`src/rtl/fifo_read_packer.sv`:
```
// Drains a narrow FIFO and packs PACK_COUNT consecutive words into one wide
// valid/ready output beat, with flush of partial beats and a sticky underflow flag.
module fifo_read_packer #(
    parameter int FIFO_WIDTH = 16,
    parameter int PACK_COUNT = 2,
    parameter int OUT_WIDTH  = FIFO_WIDTH * PACK_COUNT,
    parameter int CNT_W      = $clog2(PACK_COUNT + 1)
) (
    input  logic                  clk,
    input  logic                  rst_n,
    input  logic [FIFO_WIDTH-1:0] fifo_data_out,
    input  logic                  fifo_empty,
    input  logic                  fifo_underflow,
    output logic                  fifo_rd_en,
    output logic [OUT_WIDTH-1:0]  out_data,
    output logic [CNT_W-1:0]      out_count,
    output logic                  out_valid,
    input  logic                  out_ready,
    input  logic                  flush,
    output logic                  flush_done,
    output logic                  busy,
    output logic                  err_underflow
);

    logic [CNT_W-1:0]     cnt;
    logic [CNT_W-1:0]     cnt_cap;
    logic                 inflight;
    logic                 flush_pend;
    logic [OUT_WIDTH-1:0] pack_reg;
    logic [OUT_WIDTH-1:0] pack_cap;
    logic [CNT_W:0]       occupancy;
    logic                 slot_free;
    logic                 beat_full;
    logic                 flush_fire;
    logic                 flush_emit;

    // Words already captured plus the one still on its way from the FIFO.
    assign occupancy  = {1'b0, cnt} + {{CNT_W{1'b0}}, inflight};
    assign fifo_rd_en = rst_n && !fifo_empty && !flush_pend
                        && (occupancy < (CNT_W+1)'(PACK_COUNT));

    // Pack state as it would be after capturing this cycle's returning word.
    always_comb begin
        pack_cap = pack_reg;
        cnt_cap  = cnt;
        if (inflight) begin
            for (int i = 0; i < PACK_COUNT; i++) begin
                if (cnt == CNT_W'(i)) begin
                    pack_cap[i*FIFO_WIDTH +: FIFO_WIDTH] = fifo_data_out;
                end
            end
            cnt_cap = cnt + CNT_W'(1);
        end
    end

    assign slot_free  = !out_valid || out_ready;
    assign beat_full  = (cnt_cap == CNT_W'(PACK_COUNT)) && slot_free;
    assign flush_fire = flush_pend && !inflight && ((cnt == '0) || slot_free);
    assign flush_emit = flush_fire && (cnt != '0);

    assign busy = (cnt != '0) || inflight || flush_pend || out_valid;

    always_ff @(posedge clk or negedge rst_n) begin
        if (!rst_n) begin
            cnt           <= '0;
            inflight      <= 1'b0;
            flush_pend    <= 1'b0;
            pack_reg      <= '0;
            out_data      <= '0;
            out_count     <= '0;
            out_valid     <= 1'b0;
            flush_done    <= 1'b0;
            err_underflow <= 1'b0;
        end else begin
            flush_done <= 1'b0;
            inflight   <= fifo_rd_en;
            cnt        <= cnt_cap;
            pack_reg   <= pack_cap;

            if (fifo_underflow) begin
                err_underflow <= 1'b1;
            end

            if (out_valid && out_ready) begin
                out_valid <= 1'b0;
            end

            // A new beat may load on the same edge the previous one is consumed.
            if (beat_full || flush_emit) begin
                out_data  <= pack_cap;
                out_count <= cnt_cap;
                out_valid <= 1'b1;
                cnt       <= '0;
                pack_reg  <= '0;
            end

            if (flush_fire) begin
                flush_pend <= 1'b0;
                flush_done <= 1'b1;
            end else if (flush && !flush_pend) begin
                flush_pend <= 1'b1;
            end
        end
    end

endmodule

```
`config.mk`:
```
export PLATFORM = sky130hd
export DESIGN_NAME = fifo_read_packer
export DESIGN_NICKNAME = d
export VERILOG_FILES = /design/src/rtl/fifo_read_packer.sv
export SDC_FILE = /design/constraint.sdc
export NUM_CORES = 1
export LEC_CHECK = 0
export CORE_MARGIN = 1.5
export CORE_UTILIZATION = 50
export DETAILED_ROUTE_END_ITERATION = 10
export PLACE_DENSITY = 0.8
export SLEW_MARGIN = 20
export SYNTH_ARGS = -nofsm -noshare
export SYNTH_HDL_FRONTEND = slang
export SYNTH_SLANG_ARGS = --single-unit
```
`constraint.sdc`:
```
create_clock -name clk -period 2.7 [get_ports clk]
set_clock_uncertainty 0.15 [all_clocks]
set_input_delay 0.405 -clock clk [delete_from_list [all_inputs] [get_ports clk]]
set_output_delay 0.405 -clock clk [all_outputs]
set_load 0.01 [all_outputs]
```
==> After elaboration in Yosys (flattened, before gate mapping) <==
Cells that the tools add are included.
{ "op_classes": {"n_addsub": 2, "magnitude_cmp": 1, "eq_ne": 2, "mux": 11, "reduce_logical": 23} }
{ "op_table": {"columns": ["op", "n"], "rows": [
  ["$mux W32", 2],
  ["$mux W16", 2],
  ["$logic_and A1 B1 Y1", 9],
  ["$logic_or A1 B1 Y1", 6],
  ["$reduce_bool A2 Y1", 3],
  ["$mux W1", 5],
  ["$logic_not A1 Y1", 4],
  ["$mux W2", 2],
  ["$add A2 B1 Y3", 1],
  ["$lt A3 B2 Y1 const B", 1],
  ["$add A2 B1 Y2 const B", 1],
  ["$eq A2 B1 Y1 const B", 1],
  ["$eq A2 B2 Y1 const B", 1],
  ["$logic_not A2 Y1", 1]
]} }
{ "totals": {"regBits": 73, "output_inout_bits": 39, "elab_cells": 48} }

==> Logic depth before layout (Yosys ltp) <==
{ "logic_depth": {"ltp_word": 7, "ltp_mapped": 8, "ltp_nobuf": 6} }

==> Least setup slack after synthesis <==
OpenSTA, ideal clock, no wires.
{ "synth_path": {"path_type": "register to register", "start": "register cnt[0]", "end": "register out_data[0]", "arrival_ns": 1.647, "setup_slack_ns": 0.825, "path_stages_with_launch": 9, "n_path_buf": 2, "period_less_slack_ns": 1.875, "cell_sequence": "dfrtp_1 inv_1 ha_1 mux2i_1 nor3_2 or2_1 buf_4 buf_4 a21oi_1"} }
{ "synth_via": {"elab_chain_cells": 5} }
{ "synth_lines": {"columns": ["item", "line", "rtl"], "rows": [
  ["start: declaration", "25", "logic [CNT_W-1:0] cnt;"],
  ["start signal: assignment", "77", "cnt <= cnt_cap;"],
  ["$add A2 B1 Y2 or $logic_not A2 Y1 (tied branches)", "52, 48, 58", null],
  ["$mux W2 or $logic_or A1 B1 Y1 (tied branches)", "46, 58", null],
  ["$eq A2 B2 Y1 or $logic_and A1 B1 Y1 (tied branches)", "57, 58", null],
  ["$logic_and A1 B1 Y1, on equally long branches", "57, 59", null],
  ["$logic_or A1 B1 Y1", "89", "if (beat_full || flush_emit) begin"],
  ["end signal: assignment", "90", "out_data <= pack_cap;"],
  ["end: declaration", "15", "output logic [OUT_WIDTH-1:0] out_data,"]
]} }
Several ways; a longest one is shown, not always the timed one.
A chain may end at the register's enable or synchronous reset.

==> Worst setup path after layout <==
{ "layout_path": {"start": "register cnt[1]", "end": "output busy"} }
{ "layout_via": {"elab_chain_cells": 4} }
{ "layout_lines": {"columns": ["item", "line", "rtl"], "rows": [
  ["$reduce_bool A2 Y1", "61", "assign busy = (cnt != '0) || inflight || flush_pend || out_valid;"],
  ["$logic_or A1 B1 Y1 (3 in a row)", "61", null],
  ["end: declaration", "21", "output logic busy,"]
]} }
Every way passes these cells.

==> flow_results.xml <==
<?xml version="1.0" encoding="UTF-8"?>
<metrics>
  <group name="route">
    <metric name="drt-total-wl" unit="µm">5900</metric>
    <metric name="wire_per_inst" unit="µm">15.4</metric>
    <metric name="avgViaCountPerCell" unit="">5.25</metric>
    <metric name="number_of_drc_markers_after_the_initial_detailed_route_iteration" unit="">105</metric>
    <metric name="dr.pass1.iters" unit="">4</metric>
    <metric name="detailroute.via_count" unit="">2012</metric>
    <metric name="detail_route.drc_violations" unit="">0</metric>
    <metric name="drtAntennaViolNets" unit="">0</metric>
  </group>
  <group name="clocking">
    <metric name="source_to_sink_clock_delay_at_the_later_pin_of_the_worst_skew_pair" unit="ns">0.34</metric>
    <metric name="h-tree-depth" unit="">3</metric>
    <metric name="cts.root.buffer_cell" unit="">sky130_fd_sc_hd__clkbuf_8</metric>
    <metric name="clkTransAtPathRegs" unit="ns">0.08</metric>
    <metric name="tritoncts" unit="">built</metric>
    <metric name="post-cts-setup-buffers" unit="">0</metric>
    <metric name="number_of_cts_inserted_buffers" unit="">9</metric>
    <metric name="clock-sinks" unit="">73</metric>
    <metric name="ctsLongestPathBuffers" unit="">2</metric>
  </group>
  <group name="logic_synthesis">
    <metric name="post_synth_main_area_contributors" unit="">sky130_fd_sc_hd__dfrtp_1, sky130_fd_sc_hd__mux2i_1, sky130_fd_sc_hd__a21oi_1, sky130_fd_sc_hd__nor3_1, sky130_fd_sc_hd__nor2_1</metric>
    <metric name="synth_warnings" unit="">0</metric>
    <metric name="synth.largest_area_cell" unit="">sky130_fd_sc_hd__dfrtp_1</metric>
    <metric name="netlist_instances" unit="">244</metric>
    <metric name="mappedNetlistNets" unit="">269</metric>
    <metric name="synthDistinctLibCells" unit="">20</metric>
    <metric name="register_area_share_after_synthesis" unit="">0.642</metric>
    <metric name="netlist.area_leader.share" unit="">0.642</metric>
    <metric name="synthesis.area" unit="µm²">2850</metric>
    <metric name="synth.ff_latch_count" unit="">73</metric>
    <metric name="syn-mean-instance-area" unit="µm²">11.7</metric>
  </group>
  <group name="place">
    <metric name="port_buffer_count" unit="">60</metric>
    <metric name="placer_congestion_estimate" unit="">0.840</metric>
    <metric name="detailedPlacementHpwl" unit="µm">3640</metric>
  </group>
  <group name="pwr">
    <metric name="cellLeakagePower" unit="µW">0.00187</metric>
    <metric name="ir_worst_vdd" unit="V">0.000700</metric>
    <metric name="pwrdens" unit="nW/µm²">1340</metric>
  </group>
  <group name="status">
    <metric name="status" unit="">finished clean</metric>
  </group>
  <group name="setup_path">
    <metric name="worst-r2r-cell-count" unit="">7</metric>
    <metric name="setup.worst_path.end_class" unit="">output pin</metric>
    <metric name="startpoint_type" unit="">flop</metric>
    <metric name="critical_path.endpoint" unit="">busy</metric>
    <metric name="worstPathMaxFanout" unit="">4</metric>
    <metric name="timing.rr.end" unit="">out_data[28]$_DFFE_PN0P_</metric>
    <metric name="worst_ep_required_time" unit="ns">2.14</metric>
    <metric name="crit_path_top_delay_cell" unit="">sky130_fd_sc_hd__or4b_2</metric>
    <metric name="critPathLaunch" unit="">cnt[1]$_DFF_PN0_</metric>
    <metric name="ff2ff_setup_slack" unit="ns">0.44</metric>
    <metric name="cp_data_arrival_time" unit="ns">1.94</metric>
    <metric name="path_class" unit="">reg2out</metric>
    <metric name="cell_chain_of_the_critical_path" unit="">inv_1 &gt; ha_2 &gt; or4b_2 &gt; dlygate4sd2_1</metric>
    <metric name="reg2reg_from" unit="">cnt[1]$_DFF_PN0_</metric>
    <metric name="cpPeakStageDelay" unit="ns">0.58</metric>
  </group>
  <group name="global_routing">
    <metric name="grt_first_pass_wirelength" unit="µm">9850</metric>
    <metric name="global_route.usage.total" unit="">0.214</metric>
    <metric name="grt_antenna_before_repair" unit="">0</metric>
    <metric name="via_count_of_the_first_global_routing_pass" unit="">2009</metric>
    <metric name="grt_start_max_net_pins" unit="">74</metric>
    <metric name="grt_remaining_overflow" unit="">0</metric>
  </group>
  <group name="floorplan">
    <metric name="die_boundary_width" unit="µm">78.5</metric>
    <metric name="top_level_ports" unit="">61</metric>
    <metric name="die_area" unit="µm²">6150</metric>
    <metric name="start_util" unit="">0.517</metric>
    <metric name="rows" unit="">27</metric>
    <metric name="chipHeight" unit="µm">78.5</metric>
    <metric name="core_area" unit="µm²">5510</metric>
  </group>
  <group name="sta">
    <metric name="finalHoldViolCount" unit="">0</metric>
    <metric name="fin_crit_sh" unit="">0.923</metric>
    <metric name="worst_slew_margin_rel" unit="">0.413</metric>
    <metric name="final-setup-viol-count" unit="">0</metric>
    <metric name="tightestPinTransition" unit="ns">0.881</metric>
    <metric name="maxClockFrequency" unit="GHz">0.401</metric>
    <metric name="rsz_0062_raised_after_global_routing" unit="">no</metric>
    <metric name="tns" unit="ns">0</metric>
    <metric name="timing.final.crit_period" unit="ns">2.49</metric>
    <metric name="slew_viol_final" unit="">0</metric>
  </group>
  <group name="cells_and_area">
    <metric name="syn_to_final_growth" unit="%">32.1</metric>
    <metric name="finalCoreUtilization" unit="">0.683</metric>
    <metric name="n_antenna_cell" unit="">0</metric>
    <metric name="drive_above_1_share" unit="">0.0932</metric>
    <metric name="finalNetCount" unit="">331</metric>
  </group>
  <group name="worst_hold_path">
    <metric name="worstHoldPathType" unit="">in2async</metric>
  </group>
  <group name="run">
    <metric name="maxCapViolCount" unit="">0</metric>
  </group>
</metrics>
[cells by family after synthesis]
kind of cell | share of synthesized area
DFF | 0.642
buffers and inverters | 0.0281
adders and majority gates | 0.0132
muxes | 0.116
and+or+nand+nor | 0.138
AOI/OAI and AO/OA | 0.0624
[cell type report]
class                   count  area (µm²)
well taps                  72        90.1
repair buffers             66         652
inverters                   2        7.51
fillers                   416        1750
multi-input cells         154         955
flip-flops and latches     73        1830
clock buffers              11         151
clock inverters             5        77.6
[placed cells by master, fill, tap and decap left out]
cell and instances:
sky130_fd_sc_hd__a21oi_1 32, sky130_fd_sc_hd__ha_1 2, sky130_fd_sc_hd__or2_2 2, sky130_fd_sc_hd__nor2_1 38, sky130_fd_sc_hd__inv_1 2, sky130_fd_sc_hd__a22o_1 1, sky130_fd_sc_hd__bufinv_16 2, sky130_fd_sc_hd__dlygate4sd2_1 1
sky130_fd_sc_hd__a2bb2oi_1 1, sky130_fd_sc_hd__nand2b_1 3, sky130_fd_sc_hd__clkbuf_8 11, sky130_fd_sc_hd__nor3_1 32, sky130_fd_sc_hd__nor2b_1 2, sky130_fd_sc_hd__nor3_4 2, sky130_fd_sc_hd__buf_4 5, sky130_fd_sc_hd__mux2i_1 33
sky130_fd_sc_hd__ha_2 1, sky130_fd_sc_hd__clkdlybuf4s50_1 58, sky130_fd_sc_hd__clkinv_2 2, sky130_fd_sc_hd__clkinvlp_4 1, sky130_fd_sc_hd__dfrtp_1 73, sky130_fd_sc_hd__buf_12 1, sky130_fd_sc_hd__buf_2 1, sky130_fd_sc_hd__nor4_1 1
sky130_fd_sc_hd__or4b_2 1, sky130_fd_sc_hd__nand2_1 3
[per-layer routing]
layer	vias up	track usage	part of all wire
met5	-	0	0
met4	0	0.102	0.021
met3	11	0.0442	0.033
met2	44	0.333	0.49
met1	993	0.288	0.45
li1	964	-	-
[cell usage after synthesis]
master	n
sky130_fd_sc_hd__nand2b_1	3
sky130_fd_sc_hd__a2bb2oi_1	1
sky130_fd_sc_hd__a21oi_1	32
sky130_fd_sc_hd__dfrtp_1	73
sky130_fd_sc_hd__nor3_1	32
sky130_fd_sc_hd__buf_4	2
sky130_fd_sc_hd__or4b_2	1
sky130_fd_sc_hd__inv_1	2
sky130_fd_sc_hd__or2_1	1
sky130_fd_sc_hd__nor2_1	38
sky130_fd_sc_hd__a22o_1	1
sky130_fd_sc_hd__clkbuf_1	6
sky130_fd_sc_hd__nand2_1	3
sky130_fd_sc_hd__nor2b_1	2
sky130_fd_sc_hd__mux2i_1	33
sky130_fd_sc_hd__nor4_1	1
sky130_fd_sc_hd__buf_2	7
sky130_fd_sc_hd__ha_1	3
sky130_fd_sc_hd__or2_2	1
sky130_fd_sc_hd__nor3_2	2
[repair_timing]
item	CTS	global route
gates resized for setup	2	0
setup endpoints to repair	1	0
hold buffers	0	0
[worst min path at each step]
stage               cells after the start  slack (ns)                       from                        end
floorplan                               0       -0.04                      rst_n           cnt[0]$_DFF_PN0_
global placement                        1        0.30  err_underflow$_DFFE_PN0P_  err_underflow$_DFFE_PN0P_
detailed placement                      1        0.30  err_underflow$_DFFE_PN0P_  err_underflow$_DFFE_PN0P_
CTS                                     2        0.18                      rst_n   out_data[26]$_DFFE_PN0P_
global route                            3        0.23                      rst_n         inflight$_DFF_PN0_
finish                                  2        0.14                      rst_n   out_data[10]$_DFFE_PN0P_
[critical path, delay by kind of cell, from the launching register on]
kind	cells	cell delay (ns)
DFF	1	0.40
buffers and inverters	2	0.38
and+or+nand+nor	1	0.58
adders and majority gates	1	0.22
[power breakdown]
group	switching, µW	leakage, µW	total (µW)	internal (µW)
sequential	240	0.000920	1880	1640
clock	389	0.000115	956	567
combinational	1140	0.000837	2200	1050
total	1770	0.00187	5030	3260
[metrics by stage]
step                area, µm²  setup WS, ns  cells  total power [µW]  hold WS, ns
floorplan                2850         0.825    244              3150      -0.0406
finish                   3760         0.207    383              5030        0.139
detailed placement       3530         0.351    367              4100        0.303
global placement         3530         0.299    367              4020        0.304
CTS                      3760         0.193    383              5080        0.181
global route             3760         0.134    383              5380        0.229
Note: power is estimated with default switching activity, not from simulation.
